[config.mk]
export PLATFORM = sky130hd
export DESIGN_NAME = mem_port_arbiter_flat
export DESIGN_NICKNAME = d
export VERILOG_FILES = /design/src/rtl/mem_port_arbiter_if.sv /design/src/rtl/mem_port_arbiter.sv /design/src/flat_wrapper.sv
export SDC_FILE = /design/constraint.sdc
export NUM_CORES = 1
export LEC_CHECK = 0
export CAP_MARGIN = 20
export CORE_UTILIZATION = 30
export CTS_CLUSTER_DIAMETER = 40
export DETAILED_ROUTE_END_ITERATION = 12
export PLACE_DENSITY = 0.71
export SYNTH_ARGS = -nofsm -noshare
export SYNTH_HDL_FRONTEND = slang
export SYNTH_SLANG_ARGS = --single-unit
export TNS_END_PERCENT = 100
[constraint.sdc]
create_clock -name clk -period 10.7 [get_ports clk]
set_input_delay 2.14 -clock clk [delete_from_list [all_inputs] [get_ports clk]]
set_output_delay 2.14 -clock clk [all_outputs]
set_load 0.1 [all_outputs]
[src/rtl/mem_port_arbiter_if.sv]
// Bundle of the fetch port, load/store port and shared memory port around the arbiter.
// Pure wiring; adds no latency.
// Requesters hold req until their ready pulse; the memory request is held until mem_ready or timeout.
interface mem_port_arbiter_if #(
  parameter int ADDR_W = 32,
  parameter int DATA_W = 32
);
  localparam int STRB_W = DATA_W / 8;

  // instruction-fetch requester
  logic              i_req;
  logic [ADDR_W-1:0] i_addr;
  logic              i_ready;
  logic [DATA_W-1:0] i_rdata;
  logic              i_err;

  // load/store requester
  logic              d_req;
  logic              d_we;
  logic [ADDR_W-1:0] d_addr;
  logic [DATA_W-1:0] d_wdata;
  logic [STRB_W-1:0] d_wstrb;
  logic              d_ready;
  logic [DATA_W-1:0] d_rdata;
  logic              d_err;

  // shared memory port
  logic              mem_valid;
  logic              mem_we;
  logic [ADDR_W-1:0] mem_addr;
  logic [DATA_W-1:0] mem_wdata;
  logic [STRB_W-1:0] mem_wstrb;
  logic              mem_ready;
  logic [DATA_W-1:0] mem_rdata;

  // arbiter side: serves the requesters, drives the memory port
  modport slave (
    input  i_req, i_addr,
    output i_ready, i_rdata, i_err,
    input  d_req, d_we, d_addr, d_wdata, d_wstrb,
    output d_ready, d_rdata, d_err,
    output mem_valid, mem_we, mem_addr, mem_wdata, mem_wstrb,
    input  mem_ready, mem_rdata
  );

  // environment side: requesters and memory model
  modport master (
    output i_req, i_addr,
    input  i_ready, i_rdata, i_err,
    output d_req, d_we, d_addr, d_wdata, d_wstrb,
    input  d_ready, d_rdata, d_err,
    input  mem_valid, mem_we, mem_addr, mem_wdata, mem_wstrb,
    output mem_ready, mem_rdata
  );
endinterface

[src/rtl/mem_port_arbiter.sv]
// Shares one memory port between fetch and load/store with round-robin ties and a wait watchdog.
// Latency: grant edge -> mem_valid next cycle; mem_ready edge -> one-cycle ready pulse (2 cycles zero-wait).
// Backpressure: requests wait in IDLE while halt is high or the port is busy; mem_ready low stretches the access up to TIMEOUT cycles.
module mem_port_arbiter #(
  parameter int ADDR_W  = 32,
  parameter int DATA_W  = 32,
  parameter int TIMEOUT = 255
) (
  input  logic              clk,
  input  logic              reset,
  input  logic              halt,
  output logic              idle,
  mem_port_arbiter_if.slave bus
);

  localparam int STRB_W = DATA_W / 8;
  // last wait-counter value before the abort; the abort edge is the TIMEOUT-th edge without mem_ready
  localparam logic [7:0] CNT_LAST = 8'(TIMEOUT - 1);

  typedef enum logic [2:0] {
    IDLE  = 3'b001,
    BUS_I = 3'b010,
    BUS_D = 3'b100
  } state_t;

  state_t            state_q, state_d;
  logic              last_d_q, last_d_d;   // 1: load/store won the most recent grant
  logic [7:0]        cnt_q, cnt_d;

  logic              mem_valid_q, mem_valid_d;
  logic              mem_we_q, mem_we_d;
  logic [ADDR_W-1:0] mem_addr_q, mem_addr_d;
  logic [DATA_W-1:0] mem_wdata_q, mem_wdata_d;
  logic [STRB_W-1:0] mem_wstrb_q, mem_wstrb_d;

  logic              i_ready_q, i_ready_d;
  logic [DATA_W-1:0] i_rdata_q, i_rdata_d;
  logic              i_err_q, i_err_d;
  logic              d_ready_q, d_ready_d;
  logic [DATA_W-1:0] d_rdata_q, d_rdata_d;
  logic              d_err_q, d_err_d;

  logic              i_elig;
  logic              d_elig;
  logic              pick_d;
  logic              timeout_hit;

  // A requester in its ready cycle still holds req for the transaction just served; ignore it.
  always_comb begin
    i_elig      = bus.i_req && !i_ready_q;
    d_elig      = bus.d_req && !d_ready_q;
    pick_d      = d_elig && (!i_elig || !last_d_q);
    timeout_hit = (cnt_q == CNT_LAST);
  end

  // Next-state, grant, completion and abort decisions.
  always_comb begin
    state_d     = state_q;
    last_d_d    = last_d_q;
    cnt_d       = cnt_q;
    mem_valid_d = mem_valid_q;
    mem_we_d    = mem_we_q;
    mem_addr_d  = mem_addr_q;
    mem_wdata_d = mem_wdata_q;
    mem_wstrb_d = mem_wstrb_q;
    i_ready_d   = 1'b0;
    i_rdata_d   = i_rdata_q;
    i_err_d     = i_err_q;
    d_ready_d   = 1'b0;
    d_rdata_d   = d_rdata_q;
    d_err_d     = d_err_q;

    unique case (state_q)
      IDLE: begin
        if (!halt && (i_elig || d_elig)) begin
          last_d_d    = pick_d;
          cnt_d       = 8'd0;
          mem_valid_d = 1'b1;
          if (pick_d) begin
            state_d     = BUS_D;
            mem_we_d    = bus.d_we;
            mem_addr_d  = bus.d_addr;
            mem_wdata_d = bus.d_wdata;
            mem_wstrb_d = bus.d_wstrb;
          end else begin
            state_d     = BUS_I;
            mem_we_d    = 1'b0;
            mem_addr_d  = bus.i_addr;
            mem_wdata_d = '0;
            mem_wstrb_d = '0;
          end
        end
      end

      BUS_I: begin
        if (bus.mem_ready) begin
          state_d     = IDLE;
          mem_valid_d = 1'b0;
          i_ready_d   = 1'b1;
          i_rdata_d   = bus.mem_rdata;
          i_err_d     = 1'b0;
        end else begin
          cnt_d = cnt_q + 8'd1;
          if (timeout_hit) begin
            state_d     = IDLE;
            mem_valid_d = 1'b0;
            i_ready_d   = 1'b1;
            i_rdata_d   = '0;
            i_err_d     = 1'b1;
          end
        end
      end

      BUS_D: begin
        if (bus.mem_ready) begin
          state_d     = IDLE;
          mem_valid_d = 1'b0;
          d_ready_d   = 1'b1;
          d_rdata_d   = mem_we_q ? '0 : bus.mem_rdata;
          d_err_d     = 1'b0;
        end else begin
          cnt_d = cnt_q + 8'd1;
          if (timeout_hit) begin
            state_d     = IDLE;
            mem_valid_d = 1'b0;
            d_ready_d   = 1'b1;
            d_rdata_d   = '0;
            d_err_d     = 1'b1;
          end
        end
      end

      default: begin
        state_d     = IDLE;
        mem_valid_d = 1'b0;
      end
    endcase
  end

  // Control registers; reset leaves the first tie to fetch.
  always_ff @(posedge clk or posedge reset) begin
    if (reset) begin
      state_q  <= IDLE;
      last_d_q <= 1'b1;
      cnt_q    <= 8'd0;
    end else begin
      state_q  <= state_d;
      last_d_q <= last_d_d;
      cnt_q    <= cnt_d;
    end
  end

  // Registered memory request and requester responses; reset drops any in-flight access silently.
  always_ff @(posedge clk or posedge reset) begin
    if (reset) begin
      mem_valid_q <= 1'b0;
      mem_we_q    <= 1'b0;
      mem_addr_q  <= '0;
      mem_wdata_q <= '0;
      mem_wstrb_q <= '0;
      i_ready_q   <= 1'b0;
      i_rdata_q   <= '0;
      i_err_q     <= 1'b0;
      d_ready_q   <= 1'b0;
      d_rdata_q   <= '0;
      d_err_q     <= 1'b0;
    end else begin
      mem_valid_q <= mem_valid_d;
      mem_we_q    <= mem_we_d;
      mem_addr_q  <= mem_addr_d;
      mem_wdata_q <= mem_wdata_d;
      mem_wstrb_q <= mem_wstrb_d;
      i_ready_q   <= i_ready_d;
      i_rdata_q   <= i_rdata_d;
      i_err_q     <= i_err_d;
      d_ready_q   <= d_ready_d;
      d_rdata_q   <= d_rdata_d;
      d_err_q     <= d_err_d;
    end
  end

  // Output drive straight from flops.
  always_comb begin
    bus.mem_valid = mem_valid_q;
    bus.mem_we    = mem_we_q;
    bus.mem_addr  = mem_addr_q;
    bus.mem_wdata = mem_wdata_q;
    bus.mem_wstrb = mem_wstrb_q;
    bus.i_ready   = i_ready_q;
    bus.i_rdata   = i_rdata_q;
    bus.i_err     = i_err_q;
    bus.d_ready   = d_ready_q;
    bus.d_rdata   = d_rdata_q;
    bus.d_err     = d_err_q;
    idle          = (state_q == IDLE) && !i_ready_q && !d_ready_q;
  end

endmodule

[src/flat_wrapper.sv]
// flat-port wrapper written by rule: the top's interface ports become plain ports
module mem_port_arbiter_flat 
#(
  parameter int ADDR_W  = 32,
  parameter int DATA_W  = 32,
  parameter int TIMEOUT = 255
)
  (clk, reset, halt, idle, bus_i_req, bus_i_addr, bus_i_ready, bus_i_rdata, bus_i_err, bus_d_req, bus_d_we, bus_d_addr, bus_d_wdata, bus_d_wstrb, bus_d_ready, bus_d_rdata, bus_d_err, bus_mem_valid, bus_mem_we, bus_mem_addr, bus_mem_wdata, bus_mem_wstrb, bus_mem_ready, bus_mem_rdata);
  mem_port_arbiter_if #(.ADDR_W(ADDR_W), .DATA_W(DATA_W)) bus_i ();
  input  logic clk;
  input  logic reset;
  input  logic halt;
  output logic idle;
  input wire logic [$bits(bus_i.i_req)-1:0] bus_i_req;
  input wire logic [$bits(bus_i.i_addr)-1:0] bus_i_addr;
  output wire logic [$bits(bus_i.i_ready)-1:0] bus_i_ready;
  output wire logic [$bits(bus_i.i_rdata)-1:0] bus_i_rdata;
  output wire logic [$bits(bus_i.i_err)-1:0] bus_i_err;
  input wire logic [$bits(bus_i.d_req)-1:0] bus_d_req;
  input wire logic [$bits(bus_i.d_we)-1:0] bus_d_we;
  input wire logic [$bits(bus_i.d_addr)-1:0] bus_d_addr;
  input wire logic [$bits(bus_i.d_wdata)-1:0] bus_d_wdata;
  input wire logic [$bits(bus_i.d_wstrb)-1:0] bus_d_wstrb;
  output wire logic [$bits(bus_i.d_ready)-1:0] bus_d_ready;
  output wire logic [$bits(bus_i.d_rdata)-1:0] bus_d_rdata;
  output wire logic [$bits(bus_i.d_err)-1:0] bus_d_err;
  output wire logic [$bits(bus_i.mem_valid)-1:0] bus_mem_valid;
  output wire logic [$bits(bus_i.mem_we)-1:0] bus_mem_we;
  output wire logic [$bits(bus_i.mem_addr)-1:0] bus_mem_addr;
  output wire logic [$bits(bus_i.mem_wdata)-1:0] bus_mem_wdata;
  output wire logic [$bits(bus_i.mem_wstrb)-1:0] bus_mem_wstrb;
  input wire logic [$bits(bus_i.mem_ready)-1:0] bus_mem_ready;
  input wire logic [$bits(bus_i.mem_rdata)-1:0] bus_mem_rdata;
  assign bus_i.i_req = bus_i_req;
  assign bus_i.i_addr = bus_i_addr;
  assign bus_i_ready = bus_i.i_ready;
  assign bus_i_rdata = bus_i.i_rdata;
  assign bus_i_err = bus_i.i_err;
  assign bus_i.d_req = bus_d_req;
  assign bus_i.d_we = bus_d_we;
  assign bus_i.d_addr = bus_d_addr;
  assign bus_i.d_wdata = bus_d_wdata;
  assign bus_i.d_wstrb = bus_d_wstrb;
  assign bus_d_ready = bus_i.d_ready;
  assign bus_d_rdata = bus_i.d_rdata;
  assign bus_d_err = bus_i.d_err;
  assign bus_mem_valid = bus_i.mem_valid;
  assign bus_mem_we = bus_i.mem_we;
  assign bus_mem_addr = bus_i.mem_addr;
  assign bus_mem_wdata = bus_i.mem_wdata;
  assign bus_mem_wstrb = bus_i.mem_wstrb;
  assign bus_i.mem_ready = bus_mem_ready;
  assign bus_i.mem_rdata = bus_mem_rdata;
  mem_port_arbiter #(.ADDR_W(ADDR_W), .DATA_W(DATA_W), .TIMEOUT(TIMEOUT)) u_core (.clk(clk), .reset(reset), .halt(halt), .idle(idle), .bus(bus_i));
endmodule
==> flow_metrics.env, run 1 <==
export IMPL_synth_edff_count=0
export IMPL_place_congestion=0.785
export IMPL_yosys_area_top_type_share_pct=63.1
export IMPL_start_util_pct=31.0
export IMPL_path_clk_slew_ns=0.06
export IMPL_dr_total_vias=4878
export IMPL_synth_area_per_cell_um2=12.0
export IMPL_status="complete, no violations"
export IMPL_reg2reg_slack_ns=7.89
export IMPL_min_delay_start="u_core.bus.i_err"
export IMPL_hpwl_um=11800
export IMPL_grtUsageMet3_pct=5.57
export IMPL_syn_cell_area_mm2=0.00587
export IMPL_drv_cap=0
export IMPL_setup_tns_ns=0
export IMPL_antenna_found_initial=0
export IMPL_cts_buffers=17
export IMPL_path_class="register to primary output"
export IMPL_postCtsResizedCells=0
export IMPL_coreArea_mm2=0.0190
export IMPL_port_buffers=277
export IMPL_worstPathArrival_ns=2.69
export IMPL_r2r_start="u_core.state_q[0]"
export IMPL_cts_max_level=4
export IMPL_synth_seq_cells=150
export IMPL_finalSetupViolCount=0
export IMPL_max_freq_mhz=207
export IMPL_synth_flop_cell="dfrtp_1"
export IMPL_skew_ns=0.0104
export IMPL_async_flop_share_pct=100
export IMPL_start_kind="register"
export IMPL_netlist_top_cells_count="dfrtp_1, a22o_1, a21oi_1, nor2_1, nand2_1"
export IMPL_cp_required_ns=8.56
export IMPL_grt_use_met2_pct=29.2
export IMPL_num_rows=50
export IMPL_insertion_delay_ns=0.42
export IMPL_busiest_layer="met2"
export IMPL_ant_nets=0
export IMPL_grt_pass1_vias=4927
export IMPL_diodes=0
export IMPL_post_synth_top_count_cell="dfrtp_1"
export IMPL_drive_gt1_share_pct=6.90
export IMPL_yosysSeqAreaShare_pct=64.0
export IMPL_grt_max_degree=79
export IMPL_fin_nets=896
export IMPL_ys_warn_count=0
export IMPL_yosysTopAreaCell="dfrtp_1"
export IMPL_rr_worst_depth=4
export IMPL_cts_root_buf="clkbuf_16"
export IMPL_boundaryPins=278
export IMPL_grtUsageTotal_pct=17.7
export IMPL_drt_initial_drc_count=213
export IMPL_hold_buffers=0
export IMPL_gr_total_overflow=0
export IMPL_cp_max_fo=6
export IMPL_routed_via_density=4.75
export IMPL_slew_viol_final=0
export IMPL_drc=0
export IMPL_syn_to_final_growth_pct=61.7
export IMPL_wl_per_cell_um=17.2
export IMPL_netlist_top_cells_area="dfrtp_1, a22o_1, a21oi_1"
export IMPL_synthCells=490
export IMPL_cts_setup_buffers=0
export IMPL_met1_usage_pct=22.6
export IMPL_drt_pass1_iter_count=4
export IMPL_die_x_um=142
export IMPL_hold_viol=0
export IMPL_die_h_um=142
export IMPL_grt_setup_unrepaired="false"
export IMPL_grt_pass1_wl_um=27400
export IMPL_clock_sinks=150
export IMPL_synth_cell_types=37
export IMPL_routed_wirelength_um=17600
export IMPL_hold_end="u_core.bus.i_err"
export IMPL_tightestPinTransition_ns=1.07
export IMPL_finalCriticalPeriod_ns=4.83
export IMPL_min_path_type="register to register"
export IMPL_die_area_mm2=0.0201
export IMPL_slew_headroom_pct=28.6
export IMPL_r2r_end="u_core.bus.mem_wstrb[2]"
export IMPL_holdPathStages=2
export IMPL_cts_tree="done"
export IMPL_end_kind="primary output"
export IMPL_clockBufferDepth=2
export IMPL_post_route_period_util_pct=45.1
export IMPL_syn_num_nets=631
-- per-layer routing --
layer,routed length (µm),vias to the layer above
met4,130,0
met1,7650,2394
li1,-,2312
met2,8620,164
met5,0,-
met3,1240,8
-- critical path, stage by stage, from the launching register on --
cell             delay [ns]
dfstp_2                0.56
or3b_4                 0.43
nor3_1                 0.14
clkdlybuf4s50_1        1.15
-- cells by family after synthesis --
family          Yosys count  synth area share (%)
simple gates            108                  8.38
compound gates          184                  23.1
fa+ha+maj                 2                 0.426
xor+xnor                  1                 0.149
mux                       2                 0.384
flops                   150                  64.0
buf+inv                  43                  3.54
-- cell usage in the layout (no fill, tap or decap), drive strengths merged, types with 3 or more instances in the layout --
cell type        n
o21ai            5
and2             3
a22o           104
clkbuf          18
clkdlybuf4s50  277
dfrtp          148
a21oi           67
nand3           12
inv             12
nand2           34
nor2            40
or3              4
bufinv           3
clkinv           3
buf              7
-- area by class of cell --
type	count	area (µm²)
clock buffer	18	439
tap	260	325
timing repair buffer	284	2850
inverter	5	23.8
fill	1689	9470
clock inverter	14	186
sequential	150	3760
multi-input combinational	297	1910
-- how the worst max path moves through the flow --
stage,from,endpoint,slack (ns),depth (start not counted)
after floorplan,reset,u_core.bus.d_err,4.53,1
after detailed placement,bus_i_req,u_core.bus.mem_wstrb[2],6.09,5
final,u_core.state_q[0],idle,5.87,3
after global placement,bus_i_req,u_core.bus.mem_wdata[3],6.13,5
after global routing,u_core.state_q[0],idle,5.75,3
after CTS,u_core.state_q[0],idle,5.84,3
-- metrics by stage --
step	instances	worst slack (ns)	cell area [µm²]	utilization [%]	hold WS [ns]
2_1_floorplan	490	4.53	5870	-	0.494
3_3_place_gp	995	6.13	8840	46.6	0.478
3_5_place_dp	996	6.09	8860	46.8	0.487
4_1_cts	1028	5.84	9490	50.1	0.503
5_1_grt	1028	5.75	9490	50.1	0.514
6_report	1028	5.87	9490	50.1	0.496
-- flip-flops by register name, indices dropped and copies added (netlist names) --
signal and count:
u_core.bus.d_rdata 32, u_core.bus.i_rdata 32, u_core.bus.mem_addr 32, u_core.bus.mem_wdata 32, u_core.cnt_q 8, u_core.bus.mem_wstrb 4, u_core.state_q 3, u_core.bus.d_err 1
u_core.bus.d_ready 1, u_core.bus.i_err 1, u_core.bus.i_ready 1, u_core.bus.mem_valid 1, u_core.bus.mem_we 1, u_core.last_d_q 1
Power of run 1 is left out: the tool's default activity adds up to more than one toggle a clock period on the data nets, which glitch-free logic cannot reach.
==> inputs of run 2 (changes only) <==
- PLACE_DENSITY: 0.71 -> 0.73
- clock period: 10.7 -> 4 ns (I/O delays scaled with it)
==> flow_metrics.env, run 2 (synthesis results as in run 1) <==
export IMPL_status="complete, no violations"
export IMPL_setup_tns_ns=0
export IMPL_grt_use_met2_pct=29.3
export IMPL_clockBufferDepth=2
export IMPL_cp_max_fo=4
export IMPL_drc=0
export IMPL_grt_setup_unrepaired="false"
export IMPL_die_x_um=142
export IMPL_finalSetupViolCount=0
export IMPL_die_area_mm2=0.0201
export IMPL_cts_max_level=4
export IMPL_slew_headroom_pct=27.2
export IMPL_final_cells=1031
export IMPL_cts_setup_buffers=0
export IMPL_hold_viol=0
export IMPL_path_clk_slew_ns=0.07
export IMPL_gr_total_overflow=0
export IMPL_path_cells="clkdlybuf4s50_1"
export IMPL_crit_buf_inv=1
export IMPL_antenna_found_initial=1
export IMPL_end_kind="primary output"
export IMPL_drive_gt1_share_pct=7.01
export IMPL_drt_pass1_iter_count=4
export IMPL_grt_pass1_vias=5177
export IMPL_coreArea_mm2=0.0190
export IMPL_met1_usage_pct=21.4
export IMPL_post_route_util_pct=49.8
export IMPL_place_ws_ns=1.04
export IMPL_insertion_delay_ns=0.41
export IMPL_finalCriticalPeriod_ns=2.79
export IMPL_mostFrequentLayoutCells="clkdlybuf4s50_1, dfrtp_1, a22o_1, a21oi_1, nor2_1"
export IMPL_setup_ws_ns=1.21
export IMPL_start_util_pct=31.0
export IMPL_post_route_period_util_pct=69.6
export IMPL_dr_total_vias=4943
export IMPL_boundaryPins=278
export IMPL_layout_commonest_cell="clkdlybuf4s50_1"
export IMPL_holdPathStages=1
export IMPL_slew_viol_final=0
export IMPL_routed_wirelength_um=17600
export IMPL_cts_root_buf="clkbuf_16"
export IMPL_busiest_layer="met2"
export IMPL_worstPathArrival_ns=1.99
export IMPL_tightestPinTransition_ns=1.09
export IMPL_min_path_type="register to register"
export IMPL_fin_nets=898
export IMPL_drt_initial_drc_count=198
export IMPL_clock_sinks=150
export IMPL_hold_buffers=0
export IMPL_crit_family="buffers and inverters"
export IMPL_grtUsageTotal_pct=17.5
export IMPL_die_h_um=142
export IMPL_cpPeakStageDelay_ns=1.16
export IMPL_cts_buffers=17
export IMPL_place_congestion=0.783
export IMPL_max_freq_mhz=359
export IMPL_num_rows=50
export IMPL_postCtsResizedCells=0
export IMPL_skew_ns=0.00998
export IMPL_r2r_start="u_core.state_q[0]"
export IMPL_cpMaxStageDelayCell="clkdlybuf4s50_1"
export IMPL_grtUsageMet3_pct=5.80
export IMPL_grt_max_degree=151
export IMPL_wl_per_cell_um=17.0
export IMPL_hold_end="u_core.bus.mem_wdata[12]"
export IMPL_cts_tree="done"
export IMPL_routed_via_density=4.79
export IMPL_dp_cells=998
export IMPL_reg2reg_slack_ns=1.48
export IMPL_cp_required_ns=3.20
export IMPL_ant_nets=0
export IMPL_hpwl_um=11800
export IMPL_port_buffers=277
export IMPL_syn_to_final_growth_pct=60.9
export IMPL_drv_cap=0
export IMPL_path_class="register to primary output"
export IMPL_r2r_end="u_core.bus.mem_wstrb[3]"
export IMPL_start_kind="register"
export IMPL_grt_pass1_wl_um=27200
export IMPL_min_delay_start="u_core.bus.mem_wdata[12]"
export IMPL_rr_worst_depth=5
==> run 2: how the worst max path moves through the flow <==
| stage | cells after the start | slack (ns) | end | from |
|---|---|---|---|---|
| finish | 1 | 1.21 | bus_d_ready | u_core.bus.d_ready |
| global route | 1 | 1.14 | bus_d_ready | u_core.bus.d_ready |
| CTS | 1 | 1.15 | bus_mem_we | u_core.bus.mem_we |
| detailed placement | 6 | 1.04 | u_core.bus.mem_wdata[16] | bus_i_req |
| global placement | 6 | 1.06 | u_core.bus.mem_wdata[30] | bus_i_req |
| floorplan | 2 | 0.20 | idle | u_core.state_q[0] |
==> run 2: per-stage QoR <==
stage,instance area (µm²),hold slack (ns)
CTS,9440,0.507
global route,9440,0.520
floorplan,5870,0.494
global placement,8870,0.478
detailed placement,8870,0.490
finish,9440,0.503
==> run 2: layer usage <==
| metal | wire length [µm] | part of all wire [%] | up-vias |
|---|---|---|---|
| met1 | 7490 | 43 | 2430 |
| li1 | - | - | 2318 |
| met3 | 1230 | 7.0 | 18 |
| met5 | 0 | 0 | - |
| met2 | 8570 | 49 | 177 |
| met4 | 274 | 1.6 | 0 |
==> run 2: layout make-up <==
cell class                      count  area [µm²]
Tap cell                          260         325
Antenna cell                        1        2.50
Multi-Input combinational cell    297        1910
Timing Repair Buffer              286        2850
Sequential cell                   150        3760
Fill cell                        1728        9510
Clock inverter                     14         143
Inverter                            5        22.5
Clock buffer                       18         429
==> run 2: worst reg2reg max path, cell delays in order, from the launching register on <==
cell	delay, ns
dfstp_2	0.58
or3b_4	0.44
a211o_4	0.64
nor2_4	0.21
buf_4	0.37
a22o_1	0.23
Power of run 2 is left out for the same reason.
==> inputs of run 3 (changes only) <==
- clock period: 4 -> 2.51 ns (I/O delays scaled with it)
==> flow_metrics.env, run 3 (synthesis results as in run 1) <==
export IMPL_syn_to_final_growth_pct=57.0
export IMPL_postCtsResizedCells=0
export IMPL_finalSetupViolCount=0
export IMPL_gr_total_overflow=0
export IMPL_num_rows=50
export IMPL_drt_initial_drc_count=307
export IMPL_drive_gt1_share_pct=25.6
export IMPL_end_kind="primary output"
export IMPL_start_util_pct=31.0
export IMPL_max_freq_mhz=431
export IMPL_coreArea_mm2=0.0190
export IMPL_hold_buffers=0
export IMPL_cp_max_fo=6
export IMPL_critPathCapture="idle"
export IMPL_place_congestion=0.786
export IMPL_skew_ns=0.00770
export IMPL_path_class="register to primary output"
export IMPL_path_cells="or3b_4, nor3_4, buf_12"
export IMPL_grt_pass1_vias=5036
export IMPL_layout_commonest_cell="dfrtp_1"
export IMPL_slew_headroom_pct=60.5
export IMPL_grtUsageTotal_pct=17.5
export IMPL_setup_tns_ns=0
export IMPL_drt_pass1_iter_count=6
export IMPL_slew_viol_final=0
export IMPL_grt_max_degree=53
export IMPL_ant_nets=0
export IMPL_cts_buffers=17
export IMPL_finalCriticalPeriod_ns=2.32
export IMPL_cts_tree="done"
export IMPL_fillers=1731
export IMPL_start_kind="register"
export IMPL_cpMaxStageDelayCell="dfstp_2"
export IMPL_grt_pass1_wl_um=27100
export IMPL_drv_cap=0
export IMPL_reg2reg_slack_ns=0.33
export IMPL_hold_viol=0
export IMPL_rr_worst_depth=4
export IMPL_wl_per_cell_um=16.8
export IMPL_die_area_mm2=0.0201
export IMPL_post_route_period_util_pct=92.5
export IMPL_routed_wirelength_um=17400
export IMPL_routed_via_density=4.80
export IMPL_worstPathArrival_ns=1.82
export IMPL_cts_setup_buffers=0
export IMPL_cp_required_ns=2.01
export IMPL_grt_setup_unrepaired="false"
export IMPL_mostFrequentLayoutCells="dfrtp_1, buf_4, clkdlybuf4s50_1, a22o_1, a21oi_1"
export IMPL_tightestPinTransition_ns=0.591
export IMPL_clockBufferDepth=2
export IMPL_clock_sinks=150
export IMPL_status="complete, no violations"
export IMPL_dr_total_vias=4973
export IMPL_cts_root_buf="clkbuf_16"
export IMPL_boundaryPins=278
export IMPL_port_buffers=277
export IMPL_die_h_um=142
export IMPL_diodes=0
export IMPL_r2r_start="u_core.state_q[0]"
export IMPL_cpPeakStageDelay_ns=0.59
export IMPL_r2r_end="u_core.bus.mem_wdata[9]"
export IMPL_cts_max_level=4
export IMPL_die_x_um=142
export IMPL_antenna_found_initial=0
export IMPL_fin_nets=904
export IMPL_hpwl_um=12000
export IMPL_min_path_type="input port to asynchronous set/reset pin"
export IMPL_crit_start="u_core.state_q[0]"
export IMPL_drc=0
export IMPL_insertion_delay_ns=0.41
export IMPL_path_clk_slew_ns=0.07
run 3: metal layers:
metal  routed length, µm  global-route usage [%]
met5                   0                       0
met4                 171                    4.64
met3                1210                    5.30
met2                8540                    29.0
met1                7450                    22.0
run 3: area by class of cell:
class | instances | area (µm²) | share of cell area, %
Clock buffer | 18 | 429 | 4.66
Clock inverter | 14 | 120 | 1.30
Inverter | 5 | 22.5 | 0.244
Multi-Input combinational cell | 297 | 1920 | 20.9
Sequential cell | 150 | 3760 | 40.8
Tap cell | 260 | 325 | 3.53
Timing Repair Buffer | 292 | 2640 | 28.6
run 3: how the worst min path moves through the flow:
stage	startpoint	end	cells past startpoint
floorplan	u_core.last_d_q	u_core.last_d_q	1
global route	reset	u_core.bus.mem_wdata[30]	2
detailed placement	u_core.bus.mem_valid	u_core.bus.mem_valid	1
CTS	reset	u_core.bus.mem_wdata[30]	2
finish	reset	u_core.bus.mem_wdata[30]	2
global placement	u_core.bus.mem_valid	u_core.bus.mem_valid	1
run 3: worst max-delay path, delay by kind of cell (launching register included):
family                 cells  cell delay [ns]
AND/OR/NAND/NOR            2             0.61
buffers and inverters      1             0.20
flip-flops                 1             0.59
run 3: metrics by stage:
stage                     std cells  instance area (µm²)  worst slack, ns  hold WS, ns  util (%)
after floorplan                 490                 5880            0.121        0.494         -
after global placement         1004                 8670            0.232        0.478      45.7
after detailed placement       1004                 8670            0.213        0.491      45.7
after CTS                      1036                 9220            0.168        0.470      48.6
after global routing           1036                 9220            0.136        0.504      48.6
final                          1036                 9220            0.189        0.476      48.6
Power of run 3 is left out for the same reason.
